`src/rtl/vending_machine_if.sv`:
```
// Coin-acceptor side (coin/cancel levels) and dispenser/change-hopper side (one-cycle pulses).
// master drives coins and cancel; slave is the vending controller.
interface vending_machine_if;
    logic in1;
    logic in2;
    logic in5;
    logic cancel;
    logic vend;
    logic out1;
    logic out2;
    logic out22;

    modport master (
        output in1, in2, in5, cancel,
        input  vend, out1, out2, out22
    );

    modport slave (
        input  in1, in2, in5, cancel,
        output vend, out1, out2, out22
    );
endinterface

```
`src/rtl/vending_machine.sv`:
```
// Fixed-price ($4) vending controller taking $1/$2/$5 coins, with change and cancel refund.
// Latency: outputs registered, pulse one cycle after the detecting edge; no backpressure, pulses are fire-and-forget.
module vending_machine (
    input  logic              clk,
    input  logic              rst,
    vending_machine_if.slave  bus
);
    localparam logic [1:0] S0 = 2'd0;
    localparam logic [1:0] S1 = 2'd1;
    localparam logic [1:0] S2 = 2'd2;
    localparam logic [1:0] S3 = 2'd3;

    logic [1:0] state;
    logic [1:0] state_nxt;
    logic       in1_prev;
    logic       in2_prev;
    logic       in5_prev;
    logic       cancel_prev;
    logic       ev1;
    logic       ev2;
    logic       ev5;
    logic       evc;
    logic [2:0] coin_val;
    logic [3:0] total;
    logic [2:0] change;
    logic       vend_nxt;

    assign ev1 = bus.in1    & ~in1_prev;
    assign ev2 = bus.in2    & ~in2_prev;
    assign ev5 = bus.in5    & ~in5_prev;
    assign evc = bus.cancel & ~cancel_prev;

    always_comb begin
        coin_val = 3'd0;
        if (ev5)
            coin_val = 3'd5;
        else if (ev2)
            coin_val = 3'd2;
        else if (ev1)
            coin_val = 3'd1;

        total     = {2'b00, state} + {1'b0, coin_val};
        state_nxt = state;
        vend_nxt  = 1'b0;
        change    = 3'd0;

        // Cancel outranks coins; same-cycle coins are dropped, not queued.
        if (evc) begin
            state_nxt = S0;
            change    = {1'b0, state};
        end else if (coin_val != 3'd0) begin
            if (total >= 4'd4) begin
                vend_nxt  = 1'b1;
                state_nxt = S0;
                // total is 4..8, so the low three bits minus 4 wrap to 0..4
                change    = total[2:0] - 3'd4;
            end else begin
                state_nxt = total[1:0];
            end
        end
    end

    always_ff @(posedge clk or negedge rst) begin
        if (!rst) begin
            state       <= S0;
            in1_prev    <= 1'b0;
            in2_prev    <= 1'b0;
            in5_prev    <= 1'b0;
            cancel_prev <= 1'b0;
            bus.vend    <= 1'b0;
            bus.out1    <= 1'b0;
            bus.out2    <= 1'b0;
            bus.out22   <= 1'b0;
        end else begin
            state       <= state_nxt;
            in1_prev    <= bus.in1;
            in2_prev    <= bus.in2;
            in5_prev    <= bus.in5;
            cancel_prev <= bus.cancel;
            bus.vend    <= vend_nxt;
            bus.out1    <= (change == 3'd1) || (change == 3'd3);
            bus.out2    <= (change == 3'd2) || (change == 3'd3);
            bus.out22   <= (change == 3'd4);
        end
    end
endmodule

```
`src/flat_wrapper.sv`:
```
// flat-port wrapper written by rule: the top's interface ports become plain ports
module vending_machine_flat 
  (clk, rst, bus_in1, bus_in2, bus_in5, bus_cancel, bus_vend, bus_out1, bus_out2, bus_out22);
  vending_machine_if bus_i ();
  input  logic clk;
  input  logic rst;
  input wire logic [$bits(bus_i.in1)-1:0] bus_in1;
  input wire logic [$bits(bus_i.in2)-1:0] bus_in2;
  input wire logic [$bits(bus_i.in5)-1:0] bus_in5;
  input wire logic [$bits(bus_i.cancel)-1:0] bus_cancel;
  output wire logic [$bits(bus_i.vend)-1:0] bus_vend;
  output wire logic [$bits(bus_i.out1)-1:0] bus_out1;
  output wire logic [$bits(bus_i.out2)-1:0] bus_out2;
  output wire logic [$bits(bus_i.out22)-1:0] bus_out22;
  assign bus_i.in1 = bus_in1;
  assign bus_i.in2 = bus_in2;
  assign bus_i.in5 = bus_in5;
  assign bus_i.cancel = bus_cancel;
  assign bus_vend = bus_i.vend;
  assign bus_out1 = bus_i.out1;
  assign bus_out2 = bus_i.out2;
  assign bus_out22 = bus_i.out22;
  vending_machine u_core (.clk(clk), .rst(rst), .bus(bus_i));
endmodule
```
`config.mk`:
```
export PLATFORM = sky130hd
export DESIGN_NAME = vending_machine_flat
export DESIGN_NICKNAME = d
export VERILOG_FILES = /design/src/rtl/vending_machine_if.sv /design/src/rtl/vending_machine.sv /design/src/flat_wrapper.sv
export SDC_FILE = /design/constraint.sdc
export NUM_CORES = 1
export LEC_CHECK = 0
export CAP_MARGIN = 20
export CORE_AREA = 2 2 39 41
export DETAILED_ROUTE_END_ITERATION = 16
export DIE_AREA = 0 0 41 43
export SLEW_MARGIN = 0
export SYNTH_ARGS = -nofsm -noshare
export SYNTH_HDL_FRONTEND = slang
export SYNTH_SLANG_ARGS = --single-unit
```
`constraint.sdc`:
```
create_clock -name clk -period 2.8 [get_ports clk]
set_input_delay 0.42 -clock clk [delete_from_list [all_inputs] [get_ports clk]]
set_output_delay 0.42 -clock clk [all_outputs]
set_load 0.01 [all_outputs]
```
==> results.json, run 1 <==
{
  "drc": 0,
  "area_growth_pct": 35.2,
  "postLayoutCellArea_sq_um": 653,
  "worstPathRequired_ps": 2980,
  "setup_viol": 0,
  "avgViaCountPerCell": 4.74,
  "wl_per_cell_microns": 9.86,
  "die_w_microns": 41,
  "detail-route-antenna-nets": 0,
  "grt_pass1_vias": 357,
  "grt_usage_pct": 12.6,
  "cts.sinks": 10,
  "synth_top_area_share_pct": 51.8,
  "cap_viol_max_count": 0,
  "status": "finished, final reports clean",
  "crit_path_top_delay_cell": "clkdlybuf4s50_1",
  "h-tree-depth": 1,
  "start_kind": "input port",
  "finalWeightedCongestion": 0.763,
  "grt_pass1_wl_microns": 1440,
  "path_delay_family": "simple AND/OR/NAND/NOR gates",
  "netlist_top_cells_area": "dfrtp_1, a21oi_1, ha_1, nand2_1, fa_1",
  "path_buf_inv": 2,
  "hold_viol": 0,
  "cts_buffers": 3,
  "cts_root_buffer": "clkbuf_4",
  "synthTopCellsByCount": "dfrtp_1, nand2_1, a21oi_1, inv_1",
  "syn_nets": 53,
  "place_area_sq_um": 631,
  "cp_slowest_stage_delay_ps": 530,
  "crit_path_end_kind": "register",
  "fp.dieH_microns": 43,
  "avgSynthCellArea_sq_um": 11.0,
  "hp-class": "input port to async pin",
  "crit_chain": "clkdlybuf4s50_1 -> nand2b_4 -> nor2b_1 -> a21oi_1 -> ha_1 -> inv_1 -> fa_1 -> or3b_4 -> a211o_1 -> a21oi_1",
  "async_reset_ff_share_pct": 100,
  "cp_num_cells": 10,
  "dp_hpwl_microns": 624,
  "fillCellCount": 146,
  "worst_skew_pair.late_latency_ps": 250,
  "ir_drop_mv": 0.336,
  "die_area_sq_um": 1760,
  "min_period_over_period_pct": 91.7,
  "r2r_cells": 9,
  "slew_headroom_pct": 71.4,
  "setup_tns_ps": 0,
  "placed_cells": 74,
  "cts_tree": "done",
  "netlist_instances": 44,
  "crit_type": "input port to register",
  "cts_setup_buffers": 0,
  "yosys_register_bits": 10,
  "final_nets": 72,
  "worst_path_most_repeated_cell": "a21oi_1",
  "fin_worst_skew_ps": 2.07,
  "postLayoutCoreUtil_pct": 47.2,
  "grt_antenna_before_repair": 0,
  "num_rows": 14,
  "period_needed_ps": 2570,
  "synth_ff_type": "dfrtp_1",
  "yosysWarnings": 0,
  "drt_iter0_drc": 0,
  "ys_types": 19,
  "critPathMaxFanout": 5,
  "clk_path_buf_depth": 2,
  "max_freq_mhz": 390,
  "ys_seq_area_share_pct": 51.8,
  "yosysMostFrequentCell": "dfrtp_1",
  "synth_enable_flop_cells": 0,
  "syn_area_sq_um": 483,
  "power.density_nw_per_um2": 504,
  "cts.repair.resized": 0,
  "fin_cells": 77,
  "drt-total-wl_microns": 759,
  "grt_overflow_total": 0,
  "worstMarginPinSlew_ps": 427,
  "vias": 365,
  "rsz0062_at_grt": "false",
  "synth_top_area_cell": "dfrtp_1",
  "initial_core_util_pct": 34.9,
  "cp.arrival_ps": 2740,
  "io_pins": 10,
  "firstDrtPassIters": 1,
  "io_buffers": 9,
  "drive_above_1_share_pct": 19.7,
  "cts_hold_buf": 0,
  "core_area_sq_um": 1380,
  "p_leak_nw": 0.295,
  "path_clk_slew_ps": 60,
  "grt_max_degree": 11,
  "diodes": 0,
  "slew_viol_final": 0
}
==> final timing paths <==
kind	start	to	slack, ps
max in group asynchronous	rst	u_core.in2_prev	2030
worst max register to register	u_core.in5_prev	u_core.state[1]	500
worst max-delay path	bus_in5	u_core.state[1]	230
worst min-delay path	rst	u_core.bus.out22	470
min in group clk	u_core.state[0]	u_core.bus.out1	550
worst min register to register	u_core.state[0]	u_core.bus.out1	550
==> power breakdown <==
group / total [W] / internal [W] / switching [W]
sequential: 0.000164 / 0.000157 / 0.00000736
clock: 0.0000901 / 0.0000492 / 0.0000409
combinational: 0.0000752 / 0.0000398 / 0.0000354
total: 0.000329 / 0.000246 / 0.0000836
==> cell type report <==
class / count / area, sq um / area share, %
clock buffer: 3 / 22.5 / 3.45
inverter: 4 / 15.0 / 2.30
multi-input combinational: 30 / 218 / 33.3
sequential: 10 / 250 / 38.3
tap: 16 / 20.0 / 3.07
timing repair buffer: 14 / 128 / 19.5
==> per-layer routing <==
layer	vias up	track usage [%]	routed length [microns]
met3	0	7.85	55
met1	166	13.0	322
met4	0	4.00	0
met2	12	20.0	381
met5	-	0	0
li1	187	-	-
==> placed cells by master (no fill, tap or decap), drive strengths merged <==
master         count
dfrtp             10
clkdlybuf4s50      9
nand2              6
a21oi              6
buf                5
inv                4
clkbuf             3
nand2b             3
nor2b              2
a211o              2
ha                 2
and3               2
or3b               1
a31oi              1
nand4              1
nor4               1
nand4b             1
a21boi             1
fa                 1
==> logic make-up after synthesis <==
| logic type | synth area share [%] |
|---|---|
| and+or+nand+nor | 22.3 |
| adders and majority gates | 9.33 |
| AOI/OAI and AO/OA | 13.5 |
| DFF | 51.8 |
| buffers and inverters | 3.11 |
==> sequential cells by signal (all words and copies together), names as in the netlist <==
| name | cells |
|---|---|
| u_core.bus.out1 | 1 |
| u_core.bus.out2 | 1 |
| u_core.bus.out22 | 1 |
| u_core.bus.vend | 1 |
| u_core.cancel_prev | 1 |
| u_core.in1_prev | 1 |
| u_core.in2_prev | 1 |
| u_core.in5_prev | 1 |
| u_core.state | 2 |
==> metrics by stage <==
step / total power, W / worst slack, ps / hold slack (ps)
2_1_floorplan: 0.000209 / 569 / 124
3_3_place_gp: 0.000242 / -22.0 / 542
3_5_place_dp: 0.000243 / -45.8 / 539
4_1_cts: 0.000338 / 221 / 482
5_1_grt: 0.000357 / 87.6 / 504
6_report: 0.000329 / 233 / 470
No activity file was read; power rests on OpenSTA's default activity.
==> run 2, diff against run 1 <==
--- a/config.mk
+++ b/config.mk
@@ -9,6 +9,7 @@
 export CORE_AREA = 2 2 39 41
 export DETAILED_ROUTE_END_ITERATION = 16
 export DIE_AREA = 0 0 41 43
+export SETUP_SLACK_MARGIN = 0.3
 export SLEW_MARGIN = 0
 export SYNTH_ARGS = -nofsm -noshare
 export SYNTH_HDL_FRONTEND = slang
==> run 2 against run 1 <==
Sequential power about the same. Via count increased by 2.2%. Power increased by 1.8%. Maximum frequency increased by 9.7%. First-iteration DRC count increased by 2. Combinational power increased by 6.6%. Register-to-register slack improved by 80 ps.
==> results.json, run 2 (synthesized netlist as in run 1, its figures left out) <==
{
  "drt_iter0_drc": 2,
  "endpoint": "u_core.state[1]",
  "initial_core_util_pct": 34.9,
  "r2r_end": "u_core.state[1]",
  "firstDrtPassIters": 4,
  "max_freq_mhz": 427,
  "cts_buffers": 3,
  "grt_max_degree": 11,
  "worstPathRequired_ps": 2980,
  "diodes": 0,
  "worst_skew_pair.late_latency_ps": 250,
  "hold_slack_ps": 469,
  "crit_start": "bus_in2",
  "path_buf_inv": 2,
  "h-tree-depth": 1,
  "hp-class": "input port to async pin",
  "die_area_sq_um": 1760,
  "min_period_over_period_pct": 83.6,
  "r2r_cells": 9,
  "crit_path_end_kind": "register",
  "postLayoutCellArea_sq_um": 674,
  "crit_type": "input port to register",
  "final_nets": 73,
  "clk_path_buf_depth": 2,
  "top_register": "u_core.state",
  "cp_num_cells": 10,
  "fp.dieH_microns": 43,
  "rsz0062_at_grt": "false",
  "dp_hpwl_microns": 624,
  "place_ws_ps": -45.8,
  "worst_path_most_repeated_cell": "a21oi_2",
  "status": "finished, final reports clean",
  "timing.final.ws_setup_ps": 459,
  "crit_chain": "clkdlybuf4s50_1 -> nand2b_1 -> nor2b_2 -> a21oi_2 -> ha_2 -> inv_1 -> fa_2 -> or3b_4 -> a211o_1 -> a21oi_2",
  "cp_slowest_stage_delay_ps": 420,
  "hold_viol": 0,
  "cp.arrival_ps": 2530,
  "start_kind": "input port",
  "num_rows": 14,
  "path_delay_family": "simple AND/OR/NAND/NOR gates",
  "cts_tree": "done",
  "fin_worst_skew_ps": 1.91,
  "grt_usage_pct": 12.6,
  "placed_cells": 74,
  "period_needed_ps": 2340,
  "drc": 0,
  "timing.rr.start": "u_core.in5_prev",
  "cts.sinks": 10,
  "grt_pass1_vias": 357,
  "io_buffers": 9,
  "place_area_sq_um": 631,
  "path_clk_slew_ps": 60,
  "vias": 373,
  "wl_per_cell_microns": 10.2,
  "slew_viol_final": 0,
  "detail-route-antenna-nets": 0,
  "critPathMaxFanout": 5,
  "ir_drop_mv": 0.349,
  "finalWeightedCongestion": 0.763,
  "mostFrequentLayoutCells": "dfrtp_1, clkdlybuf4s50_1, nand2_1, buf_4, inv_1",
  "drt-total-wl_microns": 796,
  "p_leak_nw": 0.301,
  "setup_viol": 0,
  "setup_tns_ps": 0,
  "power.density_nw_per_um2": 497,
  "core_area_sq_um": 1380,
  "drive_above_1_share_pct": 29.0,
  "avgViaCountPerCell": 4.78,
  "cts_hold_buf": 0,
  "cts_root_buffer": "clkbuf_4",
  "crit_path_top_delay_cell": "clkdlybuf4s50_1",
  "worstMarginPinSlew_ps": 438,
  "largest_register_ffs": 2,
  "fin_cells": 78,
  "area_growth_pct": 39.6,
  "slew_headroom_pct": 70.7,
  "die_w_microns": 41,
  "reg2reg_slack_ps": 580,
  "io_pins": 10,
  "grt_pass1_wl_microns": 1440,
  "grt_overflow_total": 0,
  "layout_commonest_cell": "dfrtp_1",
  "cap_viol_max_count": 0,
  "grt_antenna_before_repair": 0
}
-- run 2: worst reg2reg max path, delay by kind of cell (launching register included) --
family,cells,cell delay [ps]
simple gates,3,710
fa+ha+maj,2,530
flops,1,360
compound gates,3,500
buf+inv,1,50
-- run 2: how the worst min path moves through the flow --
stage / start / slack (ps) / to
after floorplan: rst / 120 / u_core.bus.out1
after global placement: u_core.state[0] / 540 / u_core.bus.out1
after detailed placement: u_core.state[0] / 540 / u_core.bus.out1
after CTS: bus_in5 / 470 / u_core.in5_prev
after global routing: bus_in5 / 460 / u_core.in5_prev
final: rst / 470 / u_core.bus.out22
-- run 2: layer usage --
metal  track usage [%]  part of all wire, %  up-vias
met4              4.00                    0        0
met2              20.0                   50       14
met5                 0                    0        -
met3              7.85                  8.3        0
met1              13.0                   41      170
li1                  -                    -      189
-- run 2: final cells by class --
cell class | count | area, sq um
Inverter | 4 | 15.0
Fill cell | 147 | 709
Multi-Input combinational cell | 30 | 233
Clock buffer | 3 | 22.5
Timing Repair Buffer | 15 | 134
Tap cell | 16 | 20.0
Sequential cell | 10 | 250
-- run 2: through the flow --
stage / util [%] / power [W]
2_1_floorplan: - / 0.000209
3_3_place_gp: 45.6 / 0.000242
3_5_place_dp: 45.6 / 0.000243
4_1_cts: 47.3 / 0.000338
5_1_grt: 48.7 / 0.000363
6_report: 48.7 / 0.000335
-- run 2: report_power, final --
part	switching, W	total [W]	internal, W	leakage (nW)
Combinational	0.0000374	0.0000802	0.0000427	0.159
Clock	0.0000417	0.0000909	0.0000492	0.0138
Sequential	0.00000740	0.000164	0.000157	0.128
-- run 2: what timing repair did --
item                       in CTS  in global routing
resized for setup               2                  4
cloned                          0                  0
setup endpoints to repair       3                  5
buffers inserted                0                  1
hold endpoints to repair        0                  0
pin swaps                       0                  2
==> run 3, diff against run 2 <==
==> constraint.sdc (replaced) <==
create_clock -name clk -period 2.38 [get_ports clk]
set_input_delay 0.357 -clock clk [delete_from_list [all_inputs] [get_ports clk]]
set_output_delay 0.357 -clock clk [all_outputs]
set_load 0.01 [all_outputs]
==> run 3 against run 2 <==
Core utilization rose by 3.1 points. Flip-flop and latch count did not move. Global-route usage is 2.0 points higher.
==> results.json, run 3 (synthesized netlist as in run 1, its figures left out) <==
{
  "cp_slowest_stage_delay_ps": 400,
  "die_area_sq_um": 1760,
  "drt-total-wl_microns": 920,
  "mostFrequentLayoutCells": "dfrtp_1, buf_4, nand2_1, clkdlybuf4s50_1, a21oi_2",
  "firstDrtPassIters": 4,
  "path_delay_family": "simple AND/OR/NAND/NOR gates",
  "setup_viol": 0,
  "cts_buffers": 3,
  "detail-route-antenna-nets": 0,
  "grt_antenna_before_repair": 0,
  "path_buf_inv": 1,
  "num_rows": 14,
  "start_kind": "register",
  "power.density_nw_per_um2": 576,
  "p_leak_nw": 0.323,
  "crit_path_top_delay_cell": "or3b_4",
  "min_period_over_period_pct": 93.2,
  "fin_cells": 81,
  "final_nets": 76,
  "cts_hold_buf": 0,
  "grt_max_degree": 11,
  "diodes": 0,
  "cts_root_buffer": "clkbuf_4",
  "max_freq_mhz": 451,
  "slew_viol_final": 0,
  "avgViaCountPerCell": 4.94,
  "ir_drop_mv": 0.290,
  "grt_pass1_vias": 426,
  "path_clk_slew_ps": 60,
  "drive_above_1_share_pct": 38.5,
  "regArea_sq_um": 250,
  "drc": 0,
  "slew_headroom_pct": 65.4,
  "io_pins": 10,
  "worst_path_most_repeated_cell": "a21oi_2",
  "dp_hpwl_microns": 674,
  "hold_viol": 0,
  "grt_overflow_total": 0,
  "cts.sinks": 10,
  "placed_cells": 76,
  "worstMarginPinSlew_ps": 518,
  "worstPathRequired_ps": 2570,
  "place_area_sq_um": 662,
  "fin_worst_skew_ps": 2.42,
  "top_register": "u_core.state",
  "postLayoutCellArea_sq_um": 717,
  "finalWeightedCongestion": 0.720,
  "finalPower_w": 0.000413,
  "status": "finished, final reports clean",
  "fillCellCount": 146,
  "die_w_microns": 41,
  "cap_viol_max_count": 0,
  "multi_input_area_sq_um": 255,
  "grt_pass1_wl_microns": 1680,
  "area_growth_pct": 48.4,
  "crit_chain": "nand2b_4 -> nor2b_4 -> a21oi_2 -> ha_2 -> inv_2 -> fa_2 -> or3b_4 -> a211o_1 -> a21oi_2",
  "crit_type": "register to register",
  "initial_core_util_pct": 34.9,
  "rsz0062_at_grt": "true",
  "io_buffers": 9,
  "largest_register_ffs": 2,
  "h-tree-depth": 1,
  "core_area_sq_um": 1380,
  "worst_skew_pair.late_latency_ps": 260,
  "critPathMaxFanout": 4,
  "clk_path_buf_depth": 2,
  "period_needed_ps": 2220,
  "crit_path_end_kind": "register",
  "wl_per_cell_microns": 11.4,
  "drt_iter0_drc": 3,
  "hp-class": "input port to register",
  "layout_commonest_cell": "dfrtp_1",
  "cp.arrival_ps": 2410,
  "grt_usage_pct": 14.6,
  "vias": 400,
  "fp.dieH_microns": 43,
  "cts_tree": "done"
}
-- run 3: layout make-up --
class                           instances  share of cell area (%)
Clock buffer                            3                    3.14
Multi-Input combinational cell         30                    35.6
Tap cell                               16                    2.79
Sequential cell                        10                    34.9
Inverter                                4                    2.09
Timing Repair Buffer                   18                    21.5
-- run 3: metal layers --
layer	vias up	track usage, %	wire length [microns]
met3	2	4.71	47
met2	12	24.4	522
met5	-	0	0
met1	190	15.2	346
li1	196	-	-
met4	0	7.33	4
-- run 3: metrics by stage --
| stage | hold slack [ps] | setup TNS (ps) | worst slack (ps) | utilization [%] |
|---|---|---|---|---|
| finish | 347 | 0 | 161 | 51.8 |
| global route | 337 | 0 | 78.0 | 51.8 |
| CTS | 333 | 0 | 111 | 51.5 |
| detailed placement | 557 | -1320 | -304 | 47.8 |
| global placement | 557 | -1110 | -270 | 47.8 |
| floorplan | 61.4 | 0 | 232 | - |
-- run 3: worst register-to-register path: cells and delay by family, from the launching register on --
| family | cells | cell delay (ps) |
|---|---|---|
| buffers and inverters | 1 | 40 |
| and+or+nand+nor | 3 | 680 |
| adders and majority gates | 2 | 540 |
| AOI/OAI and AO/OA | 3 | 540 |
| DFF | 1 | 360 |
-- run 3: timing repair --
action,CTS,global route
resized for setup,7,1
setup endpoints to repair,6,6
cloned,0,0
pin swaps,7,4
endpoints found under the hold margin,0,0
setup buffers,2,0
-- run 3: worst paths after layout --
check,slack (ps),cells past startpoint,end,startpoint
max in group asynchronous,1670,1,u_core.in5_prev,rst
max,160,9,u_core.state[1],u_core.in5_prev
min,350,1,u_core.in1_prev,bus_in1
min in group asynchronous,400,1,u_core.bus.vend,rst
max reg2reg,160,9,u_core.state[1],u_core.in5_prev
min reg2reg,560,2,u_core.bus.out1,u_core.state[0]
-- run 3: report_power, final --
part	leakage [nW]	total [W]	switching [W]	internal (W)
Clock	0.0138	0.000114	0.0000554	0.0000583
Combinational	0.181	0.000106	0.0000506	0.0000549
Sequential	0.128	0.000194	0.00000953	0.000184
